File: src/rtl/arb_pkg.sv
// rtl/arb_pkg.sv - shared types and helpers for the round-robin priority arbiter
package arb_pkg;

    typedef enum logic {
        IDLE = 1'b0,
        BUSY = 1'b1
    } arb_state_e;

    // Index width; a single requester still gets a 1-bit id.
    function automatic int idw(input int n);
        return (n > 1) ? $clog2(n) : 1;
    endfunction

endpackage

File: src/rtl/rr_prio_arbiter_if.sv
// rtl/rr_prio_arbiter_if.sv - request/grant bundle between requesters and the arbiter
interface rr_prio_arbiter_if #(
    parameter int N      = 4,
    parameter int PRIO_W = 2
);
    import arb_pkg::*;

    localparam int IDW = idw(N);

    logic [N-1:0]        req;
    logic [N*PRIO_W-1:0] prio;
    logic [N-1:0]        grant;
    logic                grant_valid;
    logic [IDW-1:0]      grant_id;

    modport master (
        output req,
        output prio,
        input  grant,
        input  grant_valid,
        input  grant_id
    );

    modport slave (
        input  req,
        input  prio,
        output grant,
        output grant_valid,
        output grant_id
    );

endinterface

File: src/rtl/rr_pick.sv
// rtl/rr_pick.sv - combinational max-priority filter followed by a circular first-set search
module rr_pick
    import arb_pkg::*;
#(
    parameter int N      = 4,
    parameter int PRIO_W = 2,
    localparam int IDW   = idw(N)
) (
    input  logic [N-1:0]        mask_i,
    input  logic [N*PRIO_W-1:0] prio_i,
    input  logic [IDW-1:0]      ptr_i,
    output logic                valid_o,
    output logic [IDW-1:0]      idx_o
);

    logic [PRIO_W-1:0] max_lvl;
    logic [N-1:0]      top_mask;
    logic [N-1:0]      rot;
    logic [IDW:0]      sum;
    logic              found;

    always_comb begin
        max_lvl = '0;
        for (int i = 0; i < N; i++) begin
            if (mask_i[i] && (prio_i[i*PRIO_W +: PRIO_W] > max_lvl)) begin
                max_lvl = prio_i[i*PRIO_W +: PRIO_W];
            end
        end
        top_mask = '0;
        for (int i = 0; i < N; i++) begin
            top_mask[i] = mask_i[i] && (prio_i[i*PRIO_W +: PRIO_W] == max_lvl);
        end
    end

    // Rotating by ptr turns the circular search into a plain lowest-bit search.
    always_comb begin
        rot   = N'({top_mask, top_mask} >> ptr_i);
        idx_o = '0;
        found = 1'b0;
        sum   = '0;
        for (int k = 0; k < N; k++) begin
            if (!found && rot[k]) begin
                found = 1'b1;
                sum   = {1'b0, ptr_i} + (IDW+1)'(k);
                if (sum >= (IDW+1)'(N)) begin
                    sum = sum - (IDW+1)'(N);
                end
                idx_o = sum[IDW-1:0];
            end
        end
        valid_o = found;
    end

endmodule

File: src/rtl/rr_prio_arbiter.sv
// rtl/rr_prio_arbiter.sv - registered priority + round-robin arbiter with transaction hold and preemption timer
module rr_prio_arbiter
    import arb_pkg::*;
#(
    parameter int N        = 4,
    parameter int PRIO_W   = 2,
    parameter int MAX_HOLD = 16
) (
    input  logic             clk,
    input  logic             rst,
    rr_prio_arbiter_if.slave bus
);

    localparam int IDW = idw(N);
    localparam int HW  = (MAX_HOLD > 1) ? $clog2(MAX_HOLD) : 1;
    localparam logic [HW-1:0] HOLD_LAST = (MAX_HOLD > 0) ? HW'(MAX_HOLD - 1) : '0;

    arb_state_e     state_q;
    logic [N-1:0]   grant_q;
    logic           grant_valid_q;
    logic [IDW-1:0] grant_id_q;
    logic [IDW-1:0] rr_ptr_q;
    logic [HW-1:0]  hold_cnt_q;

    logic [N-1:0]   grant_d;
    logic [IDW-1:0] rr_ptr_d;
    logic [N-1:0]   cand;
    logic           owner_req;
    logic           timeout;
    logic           arb_cycle;
    logic           pick_valid;
    logic [IDW-1:0] pick_idx;

    assign owner_req = bus.req[grant_id_q];
    assign timeout   = (MAX_HOLD != 0) && (hold_cnt_q == HOLD_LAST);
    assign arb_cycle = (state_q == IDLE) || !owner_req || timeout;

    // On a timeout with the owner still requesting, the owner sits out one arbitration.
    always_comb begin
        cand = bus.req;
        if ((state_q == BUSY) && owner_req && timeout) begin
            cand = bus.req & ~grant_q;
        end
    end

    rr_pick #(
        .N      (N),
        .PRIO_W (PRIO_W)
    ) u_pick (
        .mask_i  (cand),
        .prio_i  (bus.prio),
        .ptr_i   (rr_ptr_q),
        .valid_o (pick_valid),
        .idx_o   (pick_idx)
    );

    assign grant_d  = N'(1) << pick_idx;
    assign rr_ptr_d = (pick_idx == IDW'(N - 1)) ? '0 : pick_idx + 1'b1;

    always_ff @(posedge clk) begin
        if (rst) begin
            state_q       <= IDLE;
            grant_q       <= '0;
            grant_valid_q <= 1'b0;
            grant_id_q    <= '0;
            rr_ptr_q      <= '0;
            hold_cnt_q    <= '0;
        end else if (arb_cycle && pick_valid) begin
            state_q       <= BUSY;
            grant_q       <= grant_d;
            grant_valid_q <= 1'b1;
            grant_id_q    <= pick_idx;
            rr_ptr_q      <= rr_ptr_d;
            hold_cnt_q    <= '0;
        end else if (state_q == BUSY) begin
            if (!owner_req) begin
                state_q       <= IDLE;
                grant_q       <= '0;
                grant_valid_q <= 1'b0;
                grant_id_q    <= '0;
                hold_cnt_q    <= '0;
            end else if (timeout) begin
                hold_cnt_q <= '0;
            end else if (hold_cnt_q != HOLD_LAST) begin
                hold_cnt_q <= hold_cnt_q + 1'b1;
            end
        end
    end

    assign bus.grant       = grant_q;
    assign bus.grant_valid = grant_valid_q;
    assign bus.grant_id    = grant_id_q;

endmodule

File: src/flat_wrapper.sv
// flat-port wrapper written by rule: the top's interface ports become plain ports
module rr_prio_arbiter_flat import arb_pkg::*;
#(
    parameter int N        = 4,
    parameter int PRIO_W   = 2,
    parameter int MAX_HOLD = 16
)
  (clk, rst, bus_req, bus_prio, bus_grant, bus_grant_valid, bus_grant_id);
  rr_prio_arbiter_if #(.N(N), .PRIO_W(PRIO_W)) bus_i ();
  input  logic clk;
  input  logic rst;
  input wire logic [$bits(bus_i.req)-1:0] bus_req;
  input wire logic [$bits(bus_i.prio)-1:0] bus_prio;
  output wire logic [$bits(bus_i.grant)-1:0] bus_grant;
  output wire logic [$bits(bus_i.grant_valid)-1:0] bus_grant_valid;
  output wire logic [$bits(bus_i.grant_id)-1:0] bus_grant_id;
  assign bus_i.req = bus_req;
  assign bus_i.prio = bus_prio;
  assign bus_grant = bus_i.grant;
  assign bus_grant_valid = bus_i.grant_valid;
  assign bus_grant_id = bus_i.grant_id;
  rr_prio_arbiter #(.N(N), .PRIO_W(PRIO_W), .MAX_HOLD(MAX_HOLD)) u_core (.clk(clk), .rst(rst), .bus(bus_i));
endmodule
File: config.mk
export PLATFORM = sky130hd
export DESIGN_NAME = rr_prio_arbiter_flat
export DESIGN_NICKNAME = d
export VERILOG_FILES = /design/src/rtl/arb_pkg.sv /design/src/rtl/rr_prio_arbiter_if.sv /design/src/rtl/rr_pick.sv /design/src/rtl/rr_prio_arbiter.sv /design/src/flat_wrapper.sv
export SDC_FILE = /design/constraint.sdc
export NUM_CORES = 1
export LEC_CHECK = 0
export BUFFER_PORTS_ARGS = -buffer_cell sky130_fd_sc_hd__buf_4
export CORE_MARGIN = 2
export CORE_UTILIZATION = 50
export DETAILED_ROUTE_END_ITERATION = 6
export PLACE_DENSITY = 0.71
export SYNTH_ARGS = -nofsm -noshare
export SYNTH_HDL_FRONTEND = slang
export SYNTH_SLANG_ARGS = --single-unit
File: constraint.sdc
create_clock -name clk -period 8.2 [get_ports clk]
set_input_delay 1.64 -clock clk [delete_from_list [all_inputs] [get_ports clk]]
set_output_delay 1.64 -clock clk [all_outputs]
set_load 0.05 [all_outputs]
==> flow_metrics.py <==
metrics = {
    "drt": {
        "viasPerCell": 6.49,
        "wl_per_cell_um": 16.8,
        "drt_iter0_markers": 163,
        "ant_nets": 0,
        "vias": 1648,
        "route.detailed.drc": 0,
        "drt-total-wl_um": 4270,
        "drt_first_pass_iters": 4,
    },
    "worst_hold_path": {
        "hp-class": "reg -> reg",
    },
    "final_layout": {
        "areaGrowthSynthToFinish_pct": 14.4,
        "drive_gt1_share_pct": 20.8,
        "mostFrequentLayoutCells": "buf_4 (28), nand2_1 (20), dfxtp_1 (14), a21oi_1 (11), ha_1 (11)",
        "nNetsFinal": 248,
        "layout_commonest_cell": "buf_4",
        "n_antenna_cell": 0,
    },
    "yosys": {
        "ys_seq_area_share_pct": 18.2,
        "synth_edf_count": 0,
        "synth_area_leaders": "dfxtp_1 (18%), ha_1 (8.9%), mux2i_1 (5.2%), nand2_1 (4.9%), a21oi_1 (3.9%)",
        "async_reset_ff_share_pct": 0,
        "yosys.area.top_type": "dfxtp_1",
        "postSynthAreaPerCell_sq_um": 7.79,
        "synthFlopType": "dfxtp_1",
        "syn-instance-count": 198,
        "syn_nets": 223,
        "synth_cell_types": 59,
        "syn_area_sq_um": 1540,
        "synth_warnings": 0,
        "netlist.area_leader.share_pct": 18.2,
        "synth-seq-cells": 14,
    },
    "sta": {
        "tightest_slew_ns": 0.566,
        "rsz0062_at_grt": "no",
        "hold_viol": 0,
        "finalCritPeriodShare_pct": 94.4,
        "min_period_ns": 7.74,
        "timing.fmax_mhz": 129,
        "clock_skew_ns": 0.00540,
        "maxSlewHeadroom_pct": 61.8,
        "final.setup.tns_ns": 0,
        "setup_violations": 0,
        "slew_viol_final": 0,
        "whs_ns": 0.459,
    },
    "die": {
        "dieArea_sq_um": 3540,
        "rows": 20,
        "floorplan.initialDensity_pct": 51.3,
        "core_sq_um": 3000,
        "fp.dieW_um": 59.5,
        "boundaryPins": 21,
        "die_height_um": 59.5,
    },
    "grt": {
        "grt_max_degree": 15,
        "grt_overflow": 0,
        "grt_pass1_wl_um": 6780,
        "grt_usage_pct": 25.2,
        "grt_pass1_vias": 1530,
        "antenna_found_initial": 0,
    },
    "clocking": {
        "cts_buffer_depth": 2,
        "cts_tree": "done",
        "cts_inserted_buffers": 3,
        "clk_latency_ns": 0.28,
        "root_buffer": "clkbuf_4",
        "cts_max_level": 1,
        "cts_resized": 0,
        "cts.clk_slew.worst_paths_ns": 0.07,
        "holdBufCountCts": 0,
        "cts_sinks": 14,
        "post_cts_buffers": 0,
    },
    "worst_setup_path": {
        "critPathMaxStageDelay_ns": 0.44,
        "crit_type": "in -> reg",
        "critPathRequiredTime_ns": 8.38,
        "cp_common_cell": "ha_1",
        "end_kind": "flop",
        "slowest_stage": "a32oi_1",
        "crit_arrival_ns": 7.91,
        "cp-start-kind": "primary input",
        "critPathMaxFanout": 14,
    },
    "run_status": {
        "run_status": "finished clean",
    },
    "power_and_ir_drop": {
        "peakVddDrop_mv": 0.196,
        "power_density_nw_per_um2": 220,
        "p_leak_uw": 0.000790,
    },
    "job": {
        "max_cap_violations": 0,
    },
    "placement": {
        "dp_hpwl_um": 3390,
        "place_congestion": 0.893,
        "placement.io_buffers": 20,
    },
}
through the flow:
stage | cell area, sq um | power, uW | util (%) | std cells | setup WS [ns]
finish | 1760 | 387 | 58.7 | 254 | 0.461
global route | 1760 | 415 | 58.7 | 254 | 0.0174
CTS | 1760 | 387 | 58.5 | 254 | 0.469
detailed placement | 1740 | 348 | 57.8 | 251 | 0.207
global placement | 1740 | 340 | 57.8 | 251 | 0.364
floorplan | 1540 | 276 | - | 198 | 0.878
where the power goes:
group | internal [uW] | switching [uW] | leakage, uW
sequential | 84.0 | 19.5 | 0.000115
combinational | 102 | 144 | 0.000661
clock | 17.0 | 21.1 | 0.0000138
flip-flops by register name (all words and copies together) (netlist names):
signal                  count
u_core.bus.grant            4
u_core.state_q              1
u_core.bus.grant_id         2
u_core.bus.grant_valid      1
u_core.rr_ptr_q             2
u_core.hold_cnt_q           4
kinds of logic (layout without fill, tap and decap cells):
family / count (synthesis) / count (layout) / share of synthesized area, %
and+or+nand+nor: 80 / 80 / 27.1
AOI/OAI and AO/OA: 62 / 62 / 30.5
buffers and inverters: 18 / 41 / 6.17
muxes: 10 / 10 / 7.39
xor gates and xnor gates: 3 / 3 / 1.70
adders and majority gates: 11 / 11 / 8.93
DFF: 14 / 14 / 18.2
area by class of cell:
cell class | instances | area, sq um
timing repair buffer | 28 | 210
clock buffer | 3 | 22.5
tap | 33 | 41.3
sequential | 14 | 280
inverter | 10 | 37.5
fill | 289 | 1240
multi-input combinational | 166 | 1170
critical path: cells and delay by family:
| family | cells | cell delay [ns] |
|---|---|---|
| and+or+nand+nor | 8 | 1.37 |
| muxes | 2 | 0.40 |
| adders and majority gates | 4 | 1.07 |
| AOI/OAI and AO/OA | 14 | 2.96 |
| buffers and inverters | 3 | 0.44 |
layer usage:
layer	track usage (%)	routed length, um
met1	32.2	1770
met2	42.2	2140
met3	6.11	316
met4	6.98	34
met5	0	0
path summary, 6_finish.rpt:
| check | startpoint | endpoint | slack, ns | depth (start not counted) |
|---|---|---|---|---|
| max reg2reg | u_core.hold_cnt_q[0] | u_core.rr_ptr_q[1] | 1.35 | 30 |
| min reg2reg | u_core.bus.grant_valid | u_core.bus.grant_valid | 0.46 | 2 |
| max | bus_req[3] | u_core.rr_ptr_q[1] | 0.46 | 31 |
| min | u_core.bus.grant_valid | u_core.bus.grant_valid | 0.46 | 2 |
Yosys cell counts (all sizes together), types with 4 or more instances:
cell type  count
nor2           9
and3           5
a21o           4
nand3          7
buf            5
dfxtp         14
mux2i          8
nand2         20
a21oi         12
inv           10
o21ai         11
and2           6
ha            11
a211oi         4
nor2b          9
a22o           4
nor3           9
Note: power is estimated with default switching activity, not from simulation.
